--- src/rtl/interrupt_controller.sv ---
// Arbitrates masked level IRQ lines vs. exceptions with one-deep trap nesting; irq_o/cause/ack are same-cycle, no backpressure.
// Priority: fixed lowest-index by default, rotating when IRQ_ROUND_ROBIN_EN is defined.
module interrupt_controller #(
    parameter int IRQ_NUM = 16
) (
    input  logic               clk_i,
    input  logic               rst_i,
    input  logic               exception_i,
    input  logic               mret_i,
    input  logic [IRQ_NUM-1:0] irq_req_i,
    input  logic [31:0]        mie_i,
    output logic               irq_o,
    output logic [31:0]        irq_cause_o,
    output logic [IRQ_NUM-1:0] irq_ret_o,
    output logic               busy_o
);

    localparam int IDX_W = (IRQ_NUM > 1) ? $clog2(IRQ_NUM) : 1;

    typedef enum logic [1:0] {
        S_IDLE    = 2'd0,
        S_EXC     = 2'd1,
        S_IRQ     = 2'd2,
        S_IRQ_EXC = 2'd3
    } state_t;

    state_t             r_state;
    state_t             w_state_nxt;
    logic [IDX_W-1:0]   r_served_idx;
    logic [IDX_W-1:0]   r_rr_ptr;
    logic [IDX_W-1:0]   w_idx;
    logic [IRQ_NUM-1:0] w_pending;
    logic               w_any_pending;
    logic               w_idle;
    logic               w_take_irq;

    assign w_pending     = irq_req_i & mie_i[16 +: IRQ_NUM];
    assign w_any_pending = |w_pending;
    assign w_idle        = (r_state == S_IDLE);
    assign w_take_irq    = !rst_i && w_idle && !exception_i && w_any_pending;

`ifdef IRQ_ROUND_ROBIN_EN
    // Scan downward in offset so the pending line closest to rr_ptr is assigned last.
    always_comb begin
        w_idx = '0;
        for (int off = IRQ_NUM - 1; off >= 0; off--) begin
            automatic int k = int'(r_rr_ptr) + off;
            if (k >= IRQ_NUM) begin
                k = k - IRQ_NUM;
            end
            if (w_pending[k]) begin
                w_idx = IDX_W'(k);
            end
        end
    end
`else
    always_comb begin
        w_idx = '0;
        for (int i = IRQ_NUM - 1; i >= 0; i--) begin
            if (w_pending[i]) begin
                w_idx = IDX_W'(i);
            end
        end
    end
`endif

    always_ff @(posedge clk_i) begin
        if (rst_i) begin
            r_state      <= S_IDLE;
            r_served_idx <= '0;
            r_rr_ptr     <= '0;
        end else begin
            r_state <= w_state_nxt;
            if (w_take_irq) begin
                r_served_idx <= w_idx;
`ifdef IRQ_ROUND_ROBIN_EN
                r_rr_ptr <= (w_idx == IDX_W'(IRQ_NUM - 1)) ? '0 : w_idx + 1'b1;
`endif
            end
        end
    end

    // mret outranks a simultaneous exception everywhere except IDLE, where mret means nothing.
    always_comb begin
        w_state_nxt = r_state;
        case (r_state)
            S_IDLE: begin
                if (exception_i) begin
                    w_state_nxt = S_EXC;
                end else if (w_any_pending) begin
                    w_state_nxt = S_IRQ;
                end
            end
            S_EXC: begin
                if (mret_i) begin
                    w_state_nxt = S_IDLE;
                end
            end
            S_IRQ: begin
                if (mret_i) begin
                    w_state_nxt = S_IDLE;
                end else if (exception_i) begin
                    w_state_nxt = S_IRQ_EXC;
                end
            end
            S_IRQ_EXC: begin
                if (mret_i) begin
                    w_state_nxt = S_IRQ;
                end
            end
            default: w_state_nxt = S_IDLE;
        endcase
    end

    always_comb begin
        irq_o       = w_take_irq;
        irq_cause_o = 32'h0;
        irq_ret_o   = '0;
        busy_o      = !w_idle;
        if (!rst_i && w_idle && w_any_pending) begin
            irq_cause_o = 32'h8000_0000 | (32'(w_idx) + 32'd16);
        end
        if (!rst_i && (r_state == S_IRQ) && mret_i) begin
            irq_ret_o = IRQ_NUM'(1) << r_served_idx;
        end
    end

endmodule

--- config.mk ---
export PLATFORM = sky130hd
export DESIGN_NAME = interrupt_controller
export DESIGN_NICKNAME = d
export VERILOG_FILES = /design/src/rtl/interrupt_controller.sv
export SDC_FILE = /design/constraint.sdc
export NUM_CORES = 1
export LEC_CHECK = 0
export BUFFER_PORTS_ARGS = -buffer_cell sky130_fd_sc_hd__buf_2
export CAP_MARGIN = 20
export CELL_PAD_IN_SITES_DETAIL_PLACEMENT = 1
export CELL_PAD_IN_SITES_GLOBAL_PLACEMENT = 2
export CORE_MARGIN = 5
export CORE_UTILIZATION = 16
export CTS_CLUSTER_SIZE = 16
export DETAILED_ROUTE_END_ITERATION = 12
export PLACE_DENSITY = 0.94
export SYNTH_ARGS = -nofsm -noshare
export SYNTH_HDL_FRONTEND = slang
export SYNTH_SLANG_ARGS = --single-unit
--- constraint.sdc ---
create_clock -name clk_i -period 1.9 [get_ports clk_i]
set_input_delay 0.19 -clock clk_i [delete_from_list [all_inputs] [get_ports clk_i]]
set_output_delay 0.19 -clock clk_i [all_outputs]
set_load 0.03 [all_outputs]
==> PnR_summary.wiki, run 1 <==
{| class="wikitable"
! Metric !! Value
|-
| Result of the run || finished, final reports clean
|-
| Total of flip-flops plus latches after synthesis || 6
|-
| Fraction of registers with async set or reset after synthesis || 0%
|-
| GRT Total Usage || between 8 and 9%
|-
| Maximum clock skew at final layout || 0.00184 ns
|-
| Data arrival time of the critical path || ~1.6 ns
|-
| Floorplan row count || 27
|-
| Clock Pin Slew Worst Setup and Hold Paths || 0.04 ns
|-
| Cells after synthesis || between 100 and 150
|-
| Buffer count from post-CTS setup fixing || 0
|-
| Sequential share of the synthesized area || 12.9%
|-
| Combined area of all synthesized cells || 930 sq um
|-
| Highest net fanout along the worst path || 5
|-
| Clock sink count || 6
|-
| Unrepaired setup endpoints after global routing || false
|-
| Die outline height || 86.2 um
|-
| Worst-skew pair later-pin latency || 0.22 ns
|-
| Required arrival time at the worst endpoint || 1.71 ns
|-
| CP Class || flop to primary output
|-
| Max rail drop VDD || 0.169 mV
|-
| EDFF count, synth || 0
|-
| CTS HTree Levels || 1
|-
| YS warnings || 0
|-
| Most common cell in the netlist || sky130_fd_sc_hd__buf_4
|-
| Fraction of synthesized cell area taken by the top area cell type || between 20% and 30%
|-
| Max capacitance violation total || 0
|-
| Final nets || 239
|-
| HPWL Detailed || 2850 um
|-
| Pwr per Cell Area || around 510 mW/mm^2
|-
| Initial antenna violation count || 0
|-
| Buffers on Ports || 59
|-
| Final setup violating endpoints || 0
|-
| Total Die Area || around 0.0074 sq mm
|-
| Number of antenna cells inserted || 0
|-
| Final Max Tran Viols || 0
|-
| Final weighted congestion of routability-driven global placement || approximately 0.77
|-
| Mean number of vias per cell || 4.09
|-
| Crit path capture type || primary output
|-
| Post-synth top area cell || sky130_fd_sc_hd__buf_4
|-
| Ranking of synthesized cells by area || sky130_fd_sc_hd__buf_4 (22%), sky130_fd_sc_hd__dfxtp_1 (13%), sky130_fd_sc_hd__nand2_1 (6.9%)
|-
| Number of buffers created by CTS || 3
|-
| Final worst-path cycle share || 92.6%
|-
| Fraction of power consumed by sequential logic || a little under a quarter
|-
| Starting utilization of the core area || 16.7%
|-
| Sum of overflow across all layers after global routing || 0
|-
| Instance area at placement || 0.00120 sq mm
|-
| Synthesis-to-layout area growth || 34.1%
|-
| Tot Pwr || between 0.6 and 0.7 mW
|-
| Syn Area/Cell || roughly 7.4 sq um
|-
| Remaining routing DRC violations || 0
|-
| Final worst path period need || 1.76 ns
|-
| Routed vias || around 1.1k
|-
| Gates resized, CTS repair || 0
|-
| Switching share of power || 42.1%
|-
| Kind of path behind the tightest hold check || primary input to flop
|-
| Floorplan die width || 86.2 um
|-
| Post-route cell area || 0.00125 sq mm
|-
| Routed wire length || about 3100 um
|-
| Iteration-0 DRC Markers || 32
|-
| Commonest cells in the netlist || sky130_fd_sc_hd__buf_4 (27), sky130_fd_sc_hd__nand2_1 (17), sky130_fd_sc_hd__nor2_1 (15)
|-
| Number of global-route vias before repair || 1137
|-
| Wire length of the first global-routing pass || 4990 um
|-
| CTS tree || yes
|-
| P_sw || 0.269 mW
|-
| Hold-fix buffers, CTS || 0
|-
| Pin count of the biggest net entering global routing || 10
|-
| Type of element launching the critical path || flop
|-
| Highest achievable clock rate || between 500 and 600 MHz
|-
| Static Leak || 0.632 nW
|-
| Mean routed wirelength per cell || 12.2 um
|-
| Clock root buffer || sky130_fd_sc_hd__clkbuf_8
|-
| Portion of total power attributed to the clock network || between 20% and 30%
|-
| Ports placed on the boundary || between 100 and 150
|-
| DRT Pass-1 Iters || 4
|-
| Clock Tree Buf Depth || 2
|-
| Number of distinct library cells after synthesis || 40
|-
| Share of final-layout standard cells stronger than drive strength 1 || 40.5%
|-
| Remaining antenna violation count after routing || 0
|-
| Core Footprint || between 0.005 and 0.006 sq mm
|-
| Sum Neg Setup Slack || 0 ns
|-
| Share of total power in combinational logic || around 47%
|-
| Internal power consumption || 0.370 mW
|-
| Count of endpoints failing hold in the final timing report || 0
|-
| Ys flop type || sky130_fd_sc_hd__dfxtp_1
|}
==> state kept, by name, indices dropped and copies added (netlist names) <==
signal / count
r_served_idx: 4
r_state: 2
==> layer usage <==
metal	wire (um)	track usage, %	vias to the layer above
li1	-	-	522
met1	1330	9.82	473
met2	1450	14.1	53
met3	317	2.76	4
met4	46	2.97	0
met5	0	0	-
==> area by class of cell <==
class,count,area (sq um)
Fill cell,725,4330
Multi-Input combinational cell,114,684
Timing Repair Buffer,60,303
Tap cell,72,90.1
Clock buffer,3,41.3
Inverter,2,7.51
Sequential cell,6,120
==> metrics by stage <==
step                utilization [%]  std cells  setup slack, ns  hold slack (ns)
finish                         22.4        257            0.140            0.159
detailed placement             21.6        254            0.218            0.388
global route                   22.4        257           0.0699            0.152
global placement               21.6        254            0.229            0.385
floorplan                         -        151           0.0351            0.286
CTS                            22.4        257            0.117            0.158
==> power by group through the flow <==
stage | Combinational [mW] | Clock [mW] | Sequential, mW
final | 0.302 | 0.189 | 0.148
after global routing | 0.331 | 0.212 | 0.151
after CTS | 0.305 | 0.195 | 0.149
after detailed placement | 0.304 | 0 | 0.151
after global placement | 0.299 | 0 | 0.150
after floorplan | 0.254 | 0 | 0.147
==> logic make-up after synthesis <==
| group | Yosys count | share of synthesized area [%] |
|---|---|---|
| and+or+nand+nor | 56 | 33.1 |
| AOI/OAI and AO/OA | 31 | 28.9 |
| buffers and inverters | 31 | 23.6 |
| DFF | 6 | 12.9 |
| muxes | 1 | 1.08 |
| other | 1 | 0.403 |
==> placed cells by master, fill, tap and decap left out, types with 2 or more instances in the layout <==
cell type,instances
sky130_fd_sc_hd__a211oi_1,2
sky130_fd_sc_hd__a21oi_1,6
sky130_fd_sc_hd__a22o_1,3
sky130_fd_sc_hd__a22oi_1,2
sky130_fd_sc_hd__a22oi_2,4
sky130_fd_sc_hd__a32o_1,3
sky130_fd_sc_hd__buf_2,59
sky130_fd_sc_hd__clkbuf_8,3
sky130_fd_sc_hd__conb_1,26
sky130_fd_sc_hd__dfxtp_1,6
sky130_fd_sc_hd__inv_1,2
sky130_fd_sc_hd__nand2_1,17
sky130_fd_sc_hd__nand2b_1,3
sky130_fd_sc_hd__nand3_1,2
sky130_fd_sc_hd__nand4_1,2
sky130_fd_sc_hd__nor2_1,15
sky130_fd_sc_hd__nor2b_1,3
sky130_fd_sc_hd__nor3_1,4
sky130_fd_sc_hd__o21ai_0,2
==> path summary, 6_finish.rpt <==
| path | from | endpoint | slack (ns) | cells after the start |
|---|---|---|---|---|
| max | r_state[0]$_SDFFE_PP0P_ | irq_cause_o[3] | 0.14 | 4 |
| min | mret_i | r_state[0]$_SDFFE_PP0P_ | 0.16 | 2 |
| max reg2reg | r_state[0]$_SDFFE_PP0P_ | r_served_idx[0]$_SDFFE_PP0P_ | 0.60 | 6 |
| min reg2reg | r_state[1]$_SDFFE_PP0P_ | r_state[1]$_SDFFE_PP0P_ | 0.49 | 2 |
==> critical path, cell delays in order, from the launching register on <==
cell and delay, ns:
sky130_fd_sc_hd__dfxtp_1 0.31, sky130_fd_sc_hd__or2_0 0.25, sky130_fd_sc_hd__or3_4 0.42, sky130_fd_sc_hd__nor3b_2 0.16, sky130_fd_sc_hd__buf_2 0.22
Note: power is estimated with default switching activity, not from simulation.
==> run 2, diff against run 1 <==
--- a/config.mk
+++ b/config.mk
@@ -5,15 +5,17 @@
 export SDC_FILE = /design/constraint.sdc
 export NUM_CORES = 1
 export LEC_CHECK = 0
+export ABC_AREA = 1
 export BUFFER_PORTS_ARGS = -buffer_cell sky130_fd_sc_hd__buf_2
 export CAP_MARGIN = 20
 export CELL_PAD_IN_SITES_DETAIL_PLACEMENT = 1
 export CELL_PAD_IN_SITES_GLOBAL_PLACEMENT = 2
+export CORE_ASPECT_RATIO = 1.25
 export CORE_MARGIN = 5
-export CORE_UTILIZATION = 16
+export CORE_UTILIZATION = 15
 export CTS_CLUSTER_SIZE = 16
 export DETAILED_ROUTE_END_ITERATION = 12
-export PLACE_DENSITY = 0.94
+export PLACE_DENSITY = 0.95
 export SYNTH_ARGS = -nofsm -noshare
 export SYNTH_HDL_FRONTEND = slang
 export SYNTH_SLANG_ARGS = --single-unit
==> run 2 against run 1 <==
  * Clock power increased by 2%
  * Clock skew increased by 0.0018 ns
  * Hold slack improved by 0.074 ns
  * First-iteration DRC count shrank 41%
  * Global-route usage decreased by 1.1 points
  * Largest cell class unchanged
  * Sequential power hardly changed
  * Critical path depth up 3
  * Non-clock buffer count stayed put
  * Fmax increased by 2.5%
  * Final cell count up 14%
  * Total power up 2.0%
  * Via count rose by 0.95%
==> PnR_summary.wiki, run 2 <==
{| class="wikitable"
! Metric !! Value
|-
| P_sw || 0.290 mW (+7.8%)
|-
| Clock root buffer || sky130_fd_sc_hd__clkbuf_8
|-
| Largest stage delay on the critical path || 0.30 ns (-0.12 ns)
|-
| Max rail drop VDD || 0.190 mV (+13%)
|-
| Iteration-0 DRC Markers || 19 (-41%)
|-
| Fraction of registers with async set or reset after synthesis || 0% (unchanged)
|-
| Mean number of vias per cell || 3.62 (-11%)
|-
| Total Die Area || 0.00772 sq mm (+3.9%)
|-
| Gates resized, CTS repair || 0 (unchanged)
|-
| Combined area of all synthesized cells || 908 sq um (-2.3%)
|-
| Flip-flop count of the largest register after layout || 4 (unchanged)
|-
| Wire length of the first global-routing pass || 4640 um (-7.1%)
|-
| Gate family responsible for the most delay along the worst path || simple AND/OR/NAND/NOR gates
|-
| CTS tree || yes
|-
| Buffer count from post-CTS setup fixing || 0 (unchanged)
|-
| Hold-fix buffers, CTS || 0 (unchanged)
|-
| Crit path capture type || primary output
|-
| Leading cell type in the layout, fill and taps excluded || sky130_fd_sc_hd__buf_2
|-
| Clock sink count || 6 (unchanged)
|-
| Kind of path behind the tightest hold check || primary input to flop
|-
| Setup slack, reg-to-reg || 0.40 ns (-0.20 ns)
|-
| Starting utilization of the core area || 15.5% (-1.2 points)
|-
| Share of total power in combinational logic || 47.5% (+0.2 points)
|-
| Worst-case hold path end point || r_served_idx[3]$_SDFFE_PP0P_
|-
| Hold_ws || 0.233 ns (+0.0743 ns)
|-
| Cells on Worst Hold Path || 2 (unchanged)
|-
| Routed wire length || 2930 um (-6.5%)
|-
| Cells after synthesis || 151 (+20%)
|-
| Post-synth top area cell || sky130_fd_sc_hd__buf_4
|-
| Sequential share of the synthesized area || 13.2% (+0.30 points)
|-
| Beginning of the worst hold path || rst_i
|-
| Count of endpoints failing hold in the final timing report || 0 (unchanged)
|-
| YS warnings || 0 (unchanged)
|-
| Final nets || 265 (+11%)
|-
| CP Launch Point || r_state[1]$_SDFFE_PP0P_
|-
| DRT Pass-1 Iters || 2 (-2)
|-
| Met2 track utilization from global routing || 13.4% (-0.71 points)
|-
| Ranking of synthesized cells by area || sky130_fd_sc_hd__buf_4 (22%), sky130_fd_sc_hd__nand2_1 (16%), sky130_fd_sc_hd__dfxtp_1 (13%)
|-
| Synthesis-to-layout area growth || 35.9%
|-
| Core Footprint || 0.00586 sq mm (+5.1%)
|-
| Maximum clock skew at final layout || 0.00360 ns (+0.00176 ns)
|-
| End of the worst register-to-register path || r_served_idx[3]$_SDFFE_PP0P_
|-
| Clock Pin Slew Worst Setup and Hold Paths || 0.04 ns (about the same)
|-
| Die outline height || 97.0 um (+13%)
|-
| Commonest cells in the netlist || sky130_fd_sc_hd__nand2_1 (38), sky130_fd_sc_hd__buf_4 (27), sky130_fd_sc_hd__nor2_1 (25)
|-
| Registers with the most flip-flops || r_served_idx: 4 flops, r_state: 2 flops
|-
| Worst-skew pair later-pin latency || 0.22 ns (about the same)
|-
| Beginning of the worst register-to-register path || r_state[1]$_SDFFE_PP0P_
|-
| Sum Neg Setup Slack || 0 ns (unchanged)
|-
| Number of stages on the worst setup path || 7 (+3)
|-
| Ys flop type || sky130_fd_sc_hd__dfxtp_1
|-
| CTS HTree Levels || 1 (unchanged)
|-
| Result of the run || finished, final reports clean
|-
| R2R cell count || 7 (+1)
|-
| Number of antenna cells inserted || 0 (unchanged)
|-
| Highest achievable clock rate || 582 MHz (+2.5%)
|-
| Fraction of power consumed by sequential logic || 22.9% (-0.3 points)
|-
| Most flop-heavy register || r_served_idx
|-
| Max capacitance violation total || 0 (unchanged)
|-
| Global-route met3 utilization || 1.77% (-0.99 points)
|-
| Syn Area/Cell || 6.02 sq um (-18%)
|-
| Number of distinct library cells after synthesis || 26 (-35%)
|-
| Instance area at placement || 0.00119 sq mm (-0.94%)
|-
| Most Crowded Layer GR || met2
|-
| Highest net fanout along the worst path || 5 (unchanged)
|-
| Portion of total power attributed to the clock network || 29.6% (about the same)
|-
| Commonest cells after routing, fill and taps aside || sky130_fd_sc_hd__buf_2 (59), sky130_fd_sc_hd__nand2_1 (38), sky130_fd_sc_hd__conb_1 (26)
|-
| Buffers on Ports || 59 (unchanged)
|-
| Internal power consumption || 0.361 mW (-2.3%)
|-
| Static Leak || 0.711 nW (+13%)
|-
| Mean routed wirelength per cell || 10.0 um (-18%)
|-
| Remaining antenna violation count after routing || 0 (unchanged)
|-
| Total of flip-flops plus latches after synthesis || 6 (unchanged)
|-
| Buf/Inv on CP || 3 (+2)
|-
| Pwr per Cell Area || 528 mW/mm^2 (+2.9%)
|-
| Floorplan die width || 79.6 um (-7.7%)
|-
| Count of fill cells added during filler insertion || 766 (+5.7%)
|-
| Initial antenna violation count || 0 (unchanged)
|-
| Final worst path period need || 1.72 ns (-0.0427 ns)
|-
| Required arrival time at the worst endpoint || 1.71 ns (about the same)
|-
| Pin count of the biggest net entering global routing || 9 (-1)
|-
| HPWL Detailed || 2710 um (-4.6%)
|-
| Routed vias || 1062 (+0.95%)
|-
| Remaining routing DRC violations || 0 (unchanged)
|-
| Clock Tree Buf Depth || 2 (unchanged)
|-
| Final weighted congestion of routability-driven global placement || 0.763 (-1.3%)
|-
| Floorplan row count || 31 (+15%)
|-
| Number of global-route vias before repair || 1105 (-2.8%)
|-
| GRT Total Usage || 7.20% (-1.1 points)
|-
| Unrepaired setup endpoints after global routing || false
|-
| EDFF count, synth || 0 (unchanged)
|-
| Type of element launching the critical path || flop
|-
| Final setup violating endpoints || 0 (unchanged)
|-
| Number of buffers created by CTS || 3 (unchanged)
|-
| Fraction of synthesized cell area taken by the top area cell type || 22.3% (+0.51 points)
|-
| Ports placed on the boundary || 102 (unchanged)
|-
| Final Max Tran Viols || 0 (unchanged)
|-
| Final worst-path cycle share || 90.4% (-2.2 points)
|-
| CP max-delay cell || sky130_fd_sc_hd__dfxtp_1
|-
| CP Class || flop to primary output
|-
| Post-route cell area || 0.00123 sq mm (-0.90%)
|-
| Finished Core Util || 21.1% (-1.3 points)
|-
| Switching share of power || 44.6% (+2.4 points)
|-
| Met1 capacity usage during global routing || 7.69% (-2.1 points)
|-
| Share of final-layout standard cells stronger than drive strength 1 || 40.8% (+0.22 points)
|-
| Sum of overflow across all layers after global routing || 0 (unchanged)
|-
| Most common cell in the netlist || sky130_fd_sc_hd__nand2_1
|-
| List of cells traversed by the critical path || inv_1, nand2_2, nor2_4, nand2_4, or2_1, inv_8, buf_2
|-
| Data arrival time of the critical path || 1.53 ns (-0.04 ns)
|}
-- run 2: power groups by stage --
| stage | registers [mW] | logic, mW | clock network (mW) |
|---|---|---|---|
| CTS | 0.150 | 0.312 | 0.198 |
| global placement | 0.151 | 0.305 | 0 |
| finish | 0.149 | 0.309 | 0.193 |
| detailed placement | 0.152 | 0.311 | 0 |
| global route | 0.151 | 0.341 | 0.207 |
| floorplan | 0.149 | 0.274 | 0 |
-- run 2: how the worst max path moves through the flow --
stage / endpoint
after global placement: irq_o
after global routing: irq_ret_o[13]
after detailed placement: irq_o
after CTS: irq_o
final: irq_o
after floorplan: irq_cause_o[0]
-- run 2: per-layer routing --
metal	vias up	part of all wire, %
met3	2	12
met2	66	49
li1	542	-
met5	-	0
met1	452	38
met4	0	1.1
-- run 2: cell families after synthesis --
kind of cell	Yosys count	synth area share, %
AND/OR/NAND/NOR	94	47.9
AO/OA/AOI/OAI	10	9.09
flip-flops	6	13.2
buffers and inverters	40	29.3
other	1	0.413
-- run 2: area by class of cell --
cell class | count | area, sq um | area share, %
multi-input combinational | 130 | 616 | 49.8
timing repair buffer | 60 | 303 | 24.5
inverter | 12 | 52.6 | 4.26
sequential | 6 | 120 | 9.73
tap | 82 | 103 | 8.31
clock buffer | 3 | 41.3 | 3.34
-- run 2: worst reg2reg max path, cell delays in order (launching register included) --
cell	delay [ns]
sky130_fd_sc_hd__dfxtp_1	0.30
sky130_fd_sc_hd__inv_1	0.10
sky130_fd_sc_hd__nand2_2	0.11
sky130_fd_sc_hd__nor2_4	0.15
sky130_fd_sc_hd__nand2_4	0.08
sky130_fd_sc_hd__or2_1	0.29
sky130_fd_sc_hd__buf_4	0.19
sky130_fd_sc_hd__a221oi_2	0.20
-- run 2: per-stage QoR --
stage          worst slack (ns)  cells  power [mW]
2_1_floorplan             0.375    176       0.422
3_3_place_gp              0.247    290       0.456
3_5_place_dp              0.244    290       0.463
4_1_cts                   0.150    293       0.660
5_1_grt                  0.0187    293       0.699
6_report                  0.183    293       0.652
==> run 3, diff against run 2 <==
--- a/config.mk
+++ b/config.mk
@@ -6,8 +6,7 @@
 export NUM_CORES = 1
 export LEC_CHECK = 0
 export ABC_AREA = 1
-export BUFFER_PORTS_ARGS = -buffer_cell sky130_fd_sc_hd__buf_2
-export CAP_MARGIN = 20
+export BUFFER_PORTS_ARGS = -buffer_cell sky130_fd_sc_hd__buf_4
 export CELL_PAD_IN_SITES_DETAIL_PLACEMENT = 1
 export CELL_PAD_IN_SITES_GLOBAL_PLACEMENT = 2
 export CORE_ASPECT_RATIO = 1.25
==> run 3 against run 2 <==
  * Non-clock buffer count stayed put
  * Utilization grew 2.5 points
  * Clock power grew 5%
  * Final area rose by 12%
  * Die area unchanged
  * Combinational power rose by 9.4%
  * Sequential share of layout area decreased by 1.0 points
  * First-iteration DRC count up 140%
  * Critical endpoint unchanged
==> PnR_summary.wiki, run 3 (synthesis results as in run 2) <==
{| class="wikitable"
! Metric !! Value
|-
| Worst-skew pair later-pin latency || 0.23 ns (about the same)
|-
| Kind of path behind the tightest hold check || primary input to flop
|-
| Final setup violating endpoints || 0 (unchanged)
|-
| Sum of overflow across all layers after global routing || 0 (unchanged)
|-
| CTS tree || yes
|-
| CP Class || flop to primary output
|-
| Count of endpoints failing hold in the final timing report || 0 (unchanged)
|-
| Routed wire length || 2980 um (+1.5%)
|-
| Post-route cell area || 0.00138 sq mm (+12%)
|-
| Buf/Inv on CP || 3 (unchanged)
|-
| Clock root buffer || sky130_fd_sc_hd__clkbuf_8
|-
| Final worst-path cycle share || 91.9% (+1.5 points)
|-
| Instance area at placement || 0.00134 sq mm (+12%)
|-
| Synthesis-to-layout area growth || 52.2%
|-
| Share of final-layout standard cells stronger than drive strength 1 || 40.8% (unchanged)
|-
| Mean routed wirelength per cell || 10.2 um (+1.5%)
|-
| CTS HTree Levels || 1 (unchanged)
|-
| Crit path capture type || primary output
|-
| Maximum clock skew at final layout || 0.00327 ns (-0.000327 ns)
|-
| Floorplan row count || 31 (unchanged)
|-
| Hold-fix buffers, CTS || 0 (unchanged)
|-
| Sum Neg Setup Slack || 0 ns (unchanged)
|-
| Starting utilization of the core area || 15.5% (unchanged)
|-
| Clock Tree Buf Depth || 2 (unchanged)
|-
| Routed vias || 1088 (+2.4%)
|-
| Wire length of the first global-routing pass || 4750 um (+2.5%)
|-
| Pre-CTS worst setup slack || 0.191 ns (-0.0526 ns)
|-
| Finished Core Util || 23.6% (+2.5 points)
|-
| Registers with the most flip-flops || r_served_idx: 4 flops, r_state: 2 flops
|-
| Final nets || 265 (unchanged)
|-
| Highest achievable clock rate || 573 MHz (-1.6%)
|-
| List of cells traversed by the critical path || inv_1, nand2_2, nor2_4, nand2_4, or2_1, inv_8, buf_4
|-
| Die outline height || 97.0 um (unchanged)
|-
| Result of the run || finished, final reports clean
|-
| Type of element launching the critical path || flop
|-
| DRT Pass-1 Iters || 4 (+2)
|-
| Static Leak || 0.741 nW (+4.2%)
|-
| Clock Pin Slew Worst Setup and Hold Paths || 0.04 ns (about the same)
|-
| Most flop-heavy register || r_served_idx
|-
| Final weighted congestion of routability-driven global placement || 0.748 (-2.1%)
|-
| Gates resized, CTS repair || 0 (unchanged)
|-
| Final worst path period need || 1.75 ns (+0.0284 ns)
|-
| Mean number of vias per cell || 3.71 (+2.4%)
|-
| Register Area || 120 sq um (unchanged)
|-
| Buffer count from post-CTS setup fixing || 0 (unchanged)
|-
| GRT Total Usage || 7.73% (+0.53 points)
|-
| Core Footprint || 0.00586 sq mm (unchanged)
|-
| Leading cell type in the layout, fill and taps excluded || sky130_fd_sc_hd__buf_4
|-
| Highest net fanout along the worst path || 5 (unchanged)
|-
| Max capacitance violation total || 0 (unchanged)
|-
| Clock sink count || 6 (unchanged)
|-
| Number of antenna cells inserted || 0 (unchanged)
|-
| Required arrival time at the worst endpoint || 1.71 ns (about the same)
|-
| Gate family responsible for the most delay along the worst path || simple AND/OR/NAND/NOR gates
|-
| Pwr per Cell Area || 499 mW/mm^2 (-5.4%)
|-
| Worst Setup Slack, final || 0.154 ns (-0.0284 ns)
|-
| Flip-flop count of the largest register after layout || 4 (unchanged)
|-
| Final Max Tran Viols || 0 (unchanged)
|-
| Largest stage delay on the critical path || 0.31 ns (about the same)
|-
| Data arrival time of the critical path || 1.56 ns (+0.03 ns)
|-
| Number of buffers created by CTS || 3 (unchanged)
|-
| Max rail drop VDD || 0.169 mV (-11%)
|-
| Floorplan die width || 79.6 um (unchanged)
|-
| Unrepaired setup endpoints after global routing || false
|-
| Total Die Area || 0.00772 sq mm (unchanged)
|-
| Combined area of the multi-input logic cells || 616 sq um (unchanged)
|-
| Initial antenna violation count || 0 (unchanged)
|-
| Ports placed on the boundary || 102 (unchanged)
|-
| Count of fill cells added during filler insertion || 764 (-0.26%)
|-
| HPWL Detailed || 2710 um (-0.22%)
|-
| Number of global-route vias before repair || 1111 (+0.54%)
|-
| Commonest cells after routing, fill and taps aside || sky130_fd_sc_hd__buf_4 (60), sky130_fd_sc_hd__nand2_1 (38), sky130_fd_sc_hd__conb_1 (26)
|-
| CP max-delay cell || sky130_fd_sc_hd__dfxtp_1
|-
| Remaining routing DRC violations || 0 (unchanged)
|-
| Remaining antenna violation count after routing || 0 (unchanged)
|-
| Iteration-0 DRC Markers || 45 (+26)
|-
| Pin count of the biggest net entering global routing || 9 (unchanged)
|-
| Buffers on Ports || 59 (unchanged)
|-
| Hold_ws || 0.179 ns (-0.0544 ns)
|}
## run 3: worst paths after layout
kind / from / to / slack [ns] / cells past startpoint
worst max-delay path: r_state[1]$_SDFFE_PP0P_ / irq_o / 0.15 / 7
worst min-delay path: rst_i / r_served_idx[3]$_SDFFE_PP0P_ / 0.18 / 2
worst max register to register: r_state[1]$_SDFFE_PP0P_ / r_served_idx[3]$_SDFFE_PP0P_ / 0.33 / 7
worst min register to register: r_state[0]$_SDFFE_PP0P_ / r_state[0]$_SDFFE_PP0P_ / 0.48 / 2
## run 3: per-layer routing
| metal | wire [um] | global-route usage (%) | vias up | part of all wire [%] |
|---|---|---|---|---|
| met3 | 397 | 2.60 | 5 | 13 |
| met5 | 0 | 0 | - | 0 |
| met1 | 1100 | 7.87 | 465 | 37 |
| li1 | - | - | 547 | - |
| met4 | 84 | 5.16 | 0 | 2.8 |
| met2 | 1400 | 13.1 | 71 | 47 |
## run 3: cell type report
type,instances,share of cell area (%)
sequential,6,8.69
inverter,12,3.80
clock buffer,3,2.99
tap,82,7.42
multi-input combinational,130,44.5
timing repair buffer,60,32.6
## run 3: per-stage QoR
stage / cells / total power [mW]
3_3_place_gp: 290 / 0.486
2_1_floorplan: 176 / 0.422
4_1_cts: 293 / 0.699
6_report: 293 / 0.691
5_1_grt: 293 / 0.733
3_5_place_dp: 290 / 0.493
## run 3: where the power goes
part | switching [mW] | internal, mW | leakage, nW
registers | 0.0117 | 0.138 | 0.0493
logic | 0.222 | 0.116 | 0.671
clock network | 0.0661 | 0.137 | 0.0216
